File: src/rtl/tuart_pkg.sv
// Shared UART types and frame constants for tuart_tx / tuart_rx.
// Optional parity bit enabled by defining TUART_TX_PARITY_EN.
package tuart_pkg;

  localparam int unsigned StartBits = 1;
  localparam int unsigned StopBits  = 1;

`ifdef TUART_TX_PARITY_EN
  localparam int unsigned ParityBits = 1;
  typedef enum logic [2:0] {StIdle, StStart, StData, StParity, StStop} tuart_state_e;
`else
  localparam int unsigned ParityBits = 0;
  typedef enum logic [2:0] {StIdle, StStart, StData, StStop} tuart_state_e;
`endif

  function automatic int unsigned frame_bits(int unsigned word_bits);
    return StartBits + word_bits + ParityBits + StopBits;
  endfunction

endpackage

File: src/rtl/tuart_tx_if.sv
// Request/response bundle between a SUMP core (master) and the UART transmitter (slave).
interface tuart_tx_if #(
  parameter int unsigned WORD_BITS  = 8,
  parameter int unsigned XMIT_WORDS = 4
);
  logic [WORD_BITS*XMIT_WORDS-1:0]   data_i;
  logic [$clog2(XMIT_WORDS+1)-1:0]   words_i;
  logic                              stb_i;
  logic                              ready_o;
  logic                              tx_o;

  modport master (output data_i, words_i, stb_i, input ready_o, tx_o);
  modport slave  (input data_i, words_i, stb_i, output ready_o, tx_o);
endinterface

File: src/rtl/tuart_baud_cnt.sv
// Bit-time counter: counts 0..CLK_PER_SAMPLE-1, ticks on the last cycle of each bit.
module tuart_baud_cnt #(
  parameter int unsigned CLK_PER_SAMPLE = 10
) (
  input  logic clk_i,
  input  logic rst_ni,
  input  logic clr_i,
  output logic tick_o
);
  localparam int unsigned CntW = $clog2(CLK_PER_SAMPLE + 1);

  logic [CntW-1:0] cnt_q, cnt_d;

  assign tick_o = (cnt_q == CntW'(CLK_PER_SAMPLE - 1));

  always_comb begin
    cnt_d = cnt_q + CntW'(1);
    if (clr_i || tick_o) cnt_d = '0;
  end

  always_ff @(posedge clk_i or negedge rst_ni) begin
    if (!rst_ni) cnt_q <= '0;
    else         cnt_q <= cnt_d;
  end
endmodule

File: src/rtl/tuart_tx.sv
// Multi-word UART transmitter: sends words_i words of data_i, LSB word first, 8N1-style frames.
// Defining TUART_TX_PARITY_EN inserts an even-parity bit before the stop bit.
module tuart_tx
  import tuart_pkg::*;
#(
  parameter int unsigned WORD_BITS      = 8,
  parameter int unsigned XMIT_WORDS     = 4,
  parameter int unsigned CLK_PER_SAMPLE = 10
) (
  input  logic       clk_i,
  input  logic       rst_in,
  tuart_tx_if.slave  bus
);
  localparam int unsigned DataW  = WORD_BITS * XMIT_WORDS;
  localparam int unsigned WordsW = $clog2(XMIT_WORDS + 1);
  localparam int unsigned BitW   = $clog2(WORD_BITS + 1);

  tuart_state_e          state_q, state_d;
  logic [DataW-1:0]      data_q, data_d;
  logic [WordsW-1:0]     words_q, words_d;
  logic [WordsW-1:0]     word_idx_q, word_idx_d;
  logic [BitW-1:0]       bit_idx_q, bit_idx_d;
  logic [WORD_BITS-1:0]  shift_q, shift_d;
  logic                  tx_q, tx_d;
  logic [WORD_BITS-1:0]  cur_word;
  logic                  clr, tick;

  tuart_baud_cnt #(
    .CLK_PER_SAMPLE(CLK_PER_SAMPLE)
  ) u_baud_cnt (
    .clk_i (clk_i),
    .rst_ni(rst_in),
    .clr_i (clr),
    .tick_o(tick)
  );

  // Constant-index mux keeps the word select free of variable part-selects.
  always_comb begin
    cur_word = '0;
    for (int unsigned i = 0; i < XMIT_WORDS; i++) begin
      if (word_idx_q == WordsW'(i)) cur_word = data_q[i*WORD_BITS +: WORD_BITS];
    end
  end

  // tx_d is derived alongside the next state so the line flop changes on the same edge.
  always_comb begin
    state_d    = state_q;
    data_d     = data_q;
    words_d    = words_q;
    word_idx_d = word_idx_q;
    bit_idx_d  = bit_idx_q;
    shift_d    = shift_q;
    tx_d       = tx_q;
    clr        = 1'b0;
    case (state_q)
      StIdle: begin
        clr  = 1'b1;
        tx_d = 1'b1;
        if (bus.stb_i && (bus.words_i != '0)) begin
          data_d     = bus.data_i;
          words_d    = bus.words_i;
          word_idx_d = '0;
          state_d    = StStart;
          tx_d       = 1'b0;
        end
      end
      StStart: begin
        if (tick) begin
          state_d   = StData;
          bit_idx_d = '0;
          tx_d      = cur_word[0];
          shift_d   = cur_word >> 1;
        end
      end
      StData: begin
        if (tick) begin
          if (bit_idx_q == BitW'(WORD_BITS - 1)) begin
`ifdef TUART_TX_PARITY_EN
            state_d = StParity;
            tx_d    = ^cur_word;
`else
            state_d = StStop;
            tx_d    = 1'b1;
`endif
          end else begin
            bit_idx_d = bit_idx_q + BitW'(1);
            tx_d      = shift_q[0];
            shift_d   = shift_q >> 1;
          end
        end
      end
`ifdef TUART_TX_PARITY_EN
      StParity: begin
        if (tick) begin
          state_d = StStop;
          tx_d    = 1'b1;
        end
      end
`endif
      StStop: begin
        if (tick) begin
          if ((word_idx_q + WordsW'(1)) < words_q) begin
            word_idx_d = word_idx_q + WordsW'(1);
            state_d    = StStart;
            tx_d       = 1'b0;
          end else begin
            state_d = StIdle;
            tx_d    = 1'b1;
          end
        end
      end
      default: begin
        state_d = StIdle;
        tx_d    = 1'b1;
      end
    endcase
  end

  always_ff @(posedge clk_i or negedge rst_in) begin
    if (!rst_in) begin
      state_q    <= StIdle;
      data_q     <= '0;
      words_q    <= '0;
      word_idx_q <= '0;
      bit_idx_q  <= '0;
      shift_q    <= '0;
      tx_q       <= 1'b1;
    end else begin
      state_q    <= state_d;
      data_q     <= data_d;
      words_q    <= words_d;
      word_idx_q <= word_idx_d;
      bit_idx_q  <= bit_idx_d;
      shift_q    <= shift_d;
      tx_q       <= tx_d;
    end
  end

  assign bus.tx_o    = tx_q;
  assign bus.ready_o = (state_q == StIdle);
endmodule

File: src/flat_wrapper.sv
// flat-port wrapper written by rule: the top's interface ports become plain ports
module tuart_tx_flat import tuart_pkg::*;
#(
  parameter int unsigned WORD_BITS      = 8,
  parameter int unsigned XMIT_WORDS     = 4,
  parameter int unsigned CLK_PER_SAMPLE = 10
)
  (clk_i, rst_in, bus_data_i, bus_words_i, bus_stb_i, bus_ready_o, bus_tx_o);
  tuart_tx_if #(.WORD_BITS(WORD_BITS), .XMIT_WORDS(XMIT_WORDS)) bus_i ();
  input  logic clk_i;
  input  logic rst_in;
  input wire logic [$bits(bus_i.data_i)-1:0] bus_data_i;
  input wire logic [$bits(bus_i.words_i)-1:0] bus_words_i;
  input wire logic [$bits(bus_i.stb_i)-1:0] bus_stb_i;
  output wire logic [$bits(bus_i.ready_o)-1:0] bus_ready_o;
  output wire logic [$bits(bus_i.tx_o)-1:0] bus_tx_o;
  assign bus_i.data_i = bus_data_i;
  assign bus_i.words_i = bus_words_i;
  assign bus_i.stb_i = bus_stb_i;
  assign bus_ready_o = bus_i.ready_o;
  assign bus_tx_o = bus_i.tx_o;
  tuart_tx #(.WORD_BITS(WORD_BITS), .XMIT_WORDS(XMIT_WORDS), .CLK_PER_SAMPLE(CLK_PER_SAMPLE)) u_core (.clk_i(clk_i), .rst_in(rst_in), .bus(bus_i));
endmodule
File: config.mk
export PLATFORM = sky130hd
export DESIGN_NAME = tuart_tx_flat
export DESIGN_NICKNAME = d
export VERILOG_FILES = /design/src/rtl/tuart_pkg.sv /design/src/rtl/tuart_tx_if.sv /design/src/rtl/tuart_baud_cnt.sv /design/src/rtl/tuart_tx.sv /design/src/flat_wrapper.sv
export SDC_FILE = /design/constraint.sdc
export NUM_CORES = 1
export LEC_CHECK = 0
export CORE_UTILIZATION = 59
export DETAILED_ROUTE_END_ITERATION = 10
export PLACE_DENSITY = 0.85
export SETUP_SLACK_MARGIN = 0.15
export SLEW_MARGIN = 30
export SYNTH_ARGS = -nofsm -noshare
export SYNTH_HDL_FRONTEND = slang
export SYNTH_SLANG_ARGS = --single-unit
File: constraint.sdc
create_clock -name clk_i -period 3.1 [get_ports clk_i]
set_input_delay 0.93 -clock clk_i [delete_from_list [all_inputs] [get_ports clk_i]]
set_output_delay 0.93 -clock clk_i [all_outputs]
set_load 0.02 [all_outputs]
==> results.md <==
* Async set-reset flop share out of synthesis at 100%
* Power Dens Cells at 373 nW/µm²
* Busiest layer in global routing: met2
* Max_cap viols at 0
* Combinational Power Share at 9.3%
* Grt ovf at 0
* Total global-route track usage at 23.9%
* Clock tree buffer depth at 2
* Most frequent cells in the layout: 55 x dfrtp_1, 38 x clkdlybuf4s50_1, 30 x mux2_4
* M3 GR Usage at 4.80%
* Rel. slew slack at 66.3%
* Core area at 4820 µm²
* Root Driver: clkbuf_8
* Clock share of power at 31.6%
* # nets final at 327
* Clk slew on worst S/H paths at 0.10 ns
* Width of the die at 73.4 µm
* GR Layer Usage met2 at 38.3%
* Initial Util at 62.4%
* Detailed Routing Iterations Pass 1 at 4
* Via count of the routed design at 1973
* Worst VDD drop at 0.000254 V
* Syn Area/Cell at 12.8 µm²
* WL final at 5650 µm
* Worst Hold Class: register to register
* Sw Share at 22.2%
* First-pass GRT wire length at 9770 µm
* Syn Nets at 287
* CTS Hold Buffers Added at 0
* Inserted Clock Buffers at 5
* Multi-input gate area at 1430 µm²
* Sequential cell area at 1400 µm²
* Crit path cell chain: inv_1 > ha_1 > clkdlybuf4s50_1
* Skew-Pair Late Insertion Delay at 0.31 ns
* Vias in the first global route at 2012
* Pin count of the biggest net entering global routing at 27
* Inst Count DP at 335
* Critical Path Max Stage Delay at 0.64 ns
* #FFs+latches synth at 56
* P_sw at 0.292 mW
* LEAKAGE at 1.66 nW
* Max Fclk at 0.384 GHz
* Dominant synthesized flop cell: dfrtp_1
* Ant diodes at 0
* Ratio of cells with drive above 1 in the final layout at 21.0%
* Power Internal at 1.02 mW
* FILL cells at 351
* Final setup vio count at 0
* Crit Path Max Fanout at 3
* Syn. warnings at 0
* Setup bufs post-CTS at 0
* Routed Antenna Nets at 0
* Clock sink count at 56
* Post-route cell area at 3520 µm²
* Seq/Total Area, Yosys at 46.7%
* Sequential power share at 59.1%
* Post-CTS sizing at 0
* PortBufs at 39
* Finished Layout Cells at 343
* CP Launch Type: register
* CP endpoint kind: primary output
* Worst EP required at 2.17 ns
* WL/cell at 16.5 µm
* CP max-delay cell: clkdlybuf4s50_1
* I/O Pins at 40
* Final-report hold violation count at 0
* GR Layer Usage met1 at 33.9%
* Commonest non-fill, non-tap cell in the layout: dfrtp_1
* EDFF count, synth at 0
* # DRC at 0
* 1st-iter DRT viols at 140
* Final worst path period share at 84.0%
* Synth unique cells at 51
* Skew final at 0.00687 ns
* Dpl cell area at 3420 µm²
* Fin crit period at 2.61 ns
* Status: complete, no violations
* Hpwl dp at 4330 µm
* Kind of critical path: register to primary output
* Layout area overhead at 17.1%
* Worst Tran Pin Value at 0.506 ns
* Worst path arrival time at 1.68 ns
* Setup_tns at 0 ns
* Die height at 73.4 µm
* Synthesized cell area at 3000 µm²
* CTS tree: done
* Vias per inst at 5.75
* Site row count at 25
* H-tree levels at 2
* Initial antenna violation count at 0
* Die Area at 5380 µm²
* Final Wtd Congestion at 0.772
* Gate Count Post-Synth at 235
* Max Slew Vio Count at 0
* Unrepaired setup endpoints after global routing: false
[cell usage after synthesis, types with 4 or more instances]
master / count / area (µm²)
a22o_1: 5 / 43.8
ha_1: 14 / 175
inv_1: 12 / 45.0
a221oi_1: 9 / 78.8
o211ai_1: 7 / 52.6
a21oi_1: 5 / 25.0
nand2_1: 10 / 37.5
mux2_1: 6 / 67.6
mux2_4: 30 / 450
dfrtp_1: 55 / 1380
o21ai_0: 10 / 50.1
nor3_1: 4 / 20.0
nand3_1: 7 / 35.0
a2bb2oi_1: 6 / 52.6
[worst max-delay path: cells and delay by family (launching register included)]
family / cells / cell delay, ns
buf+inv: 2 / 0.76
fa+ha+maj: 1 / 0.20
flops: 1 / 0.42
[metrics by stage]
| stage | setup WS [ns] | hold WS, ns | utilization [%] | power [mW] |
|---|---|---|---|---|
| floorplan | 1.08 | 0.461 | - | 0.834 |
| global placement | 0.470 | 0.475 | 71.0 | 0.909 |
| detailed placement | 0.416 | 0.487 | 71.0 | 0.914 |
| CTS | 0.480 | 0.507 | 73.0 | 1.32 |
| global route | 0.429 | 0.521 | 73.0 | 1.37 |
| finish | 0.495 | 0.505 | 73.0 | 1.31 |
[state kept, by name, indices dropped and copies added, names as in the netlist]
signal	cells
u_core.data_q	32
u_core.shift_q	7
u_core.bit_idx_q	4
u_core.u_baud_cnt.cnt_q	4
u_core.word_idx_q	3
u_core.words_q	3
u_core.state_q	2
u_core.bus.tx_o	1
[power groups by stage]
stage / registers, mW / clock network [mW] / logic (mW)
floorplan: 0.785 / 0 / 0.0492
global placement: 0.789 / 0 / 0.120
detailed placement: 0.790 / 0 / 0.124
CTS: 0.776 / 0.424 / 0.124
global route: 0.780 / 0.453 / 0.134
finish: 0.777 / 0.415 / 0.122
[path summary, 6_finish.rpt]
path                                                 startpoint                                    to  slack (ns)  cells after the start
min                        u_core.u_baud_cnt.cnt_q[0]$_DFF_PN0_  u_core.u_baud_cnt.cnt_q[0]$_DFF_PN0_        0.50                      1
max                               u_core.state_q[0]$_DFFE_PN0P_                           bus_ready_o        0.49                      3
max reg2reg                    u_core.word_idx_q[0]$_DFFE_PN0P_      u_core.word_idx_q[1]$_DFFE_PN0P_        0.87                      8
max in group asynchronous                                rst_in           u_core.bus.tx_o$_DFFE_PN1P_        1.90                      2
min reg2reg                u_core.u_baud_cnt.cnt_q[0]$_DFF_PN0_  u_core.u_baud_cnt.cnt_q[0]$_DFF_PN0_        0.50                      1
min in group asynchronous                                rst_in  u_core.u_baud_cnt.cnt_q[3]$_DFF_PN0_        0.51                      1
[final cells by class]
type	count	area share, %
inverter	13	1.39
sequential	56	39.9
clock inverter	2	0.427
clock buffer	6	2.35
tap	67	2.38
multi-input combinational	154	40.6
timing repair buffer	45	12.9
[routing by layer]
metal  share of wire, %  vias to the layer above  routed length, µm
li1                   -                      947                  -
met1                 47                      959               2640
met2                 48                       60               2710
met3                4.2                        7                239
met4                1.1                        0                 62
met5                  0                        -                  0
[logic make-up after synthesis]
family	count (synthesis)	share of synthesized area [%]
compound gates	57	14.5
flops	56	46.7
simple gates	43	8.87
mux	37	17.6
buf+inv	25	5.71
fa+ha+maj	14	5.83
xor+xnor	3	0.875
(Power assumes the default switching activity.)
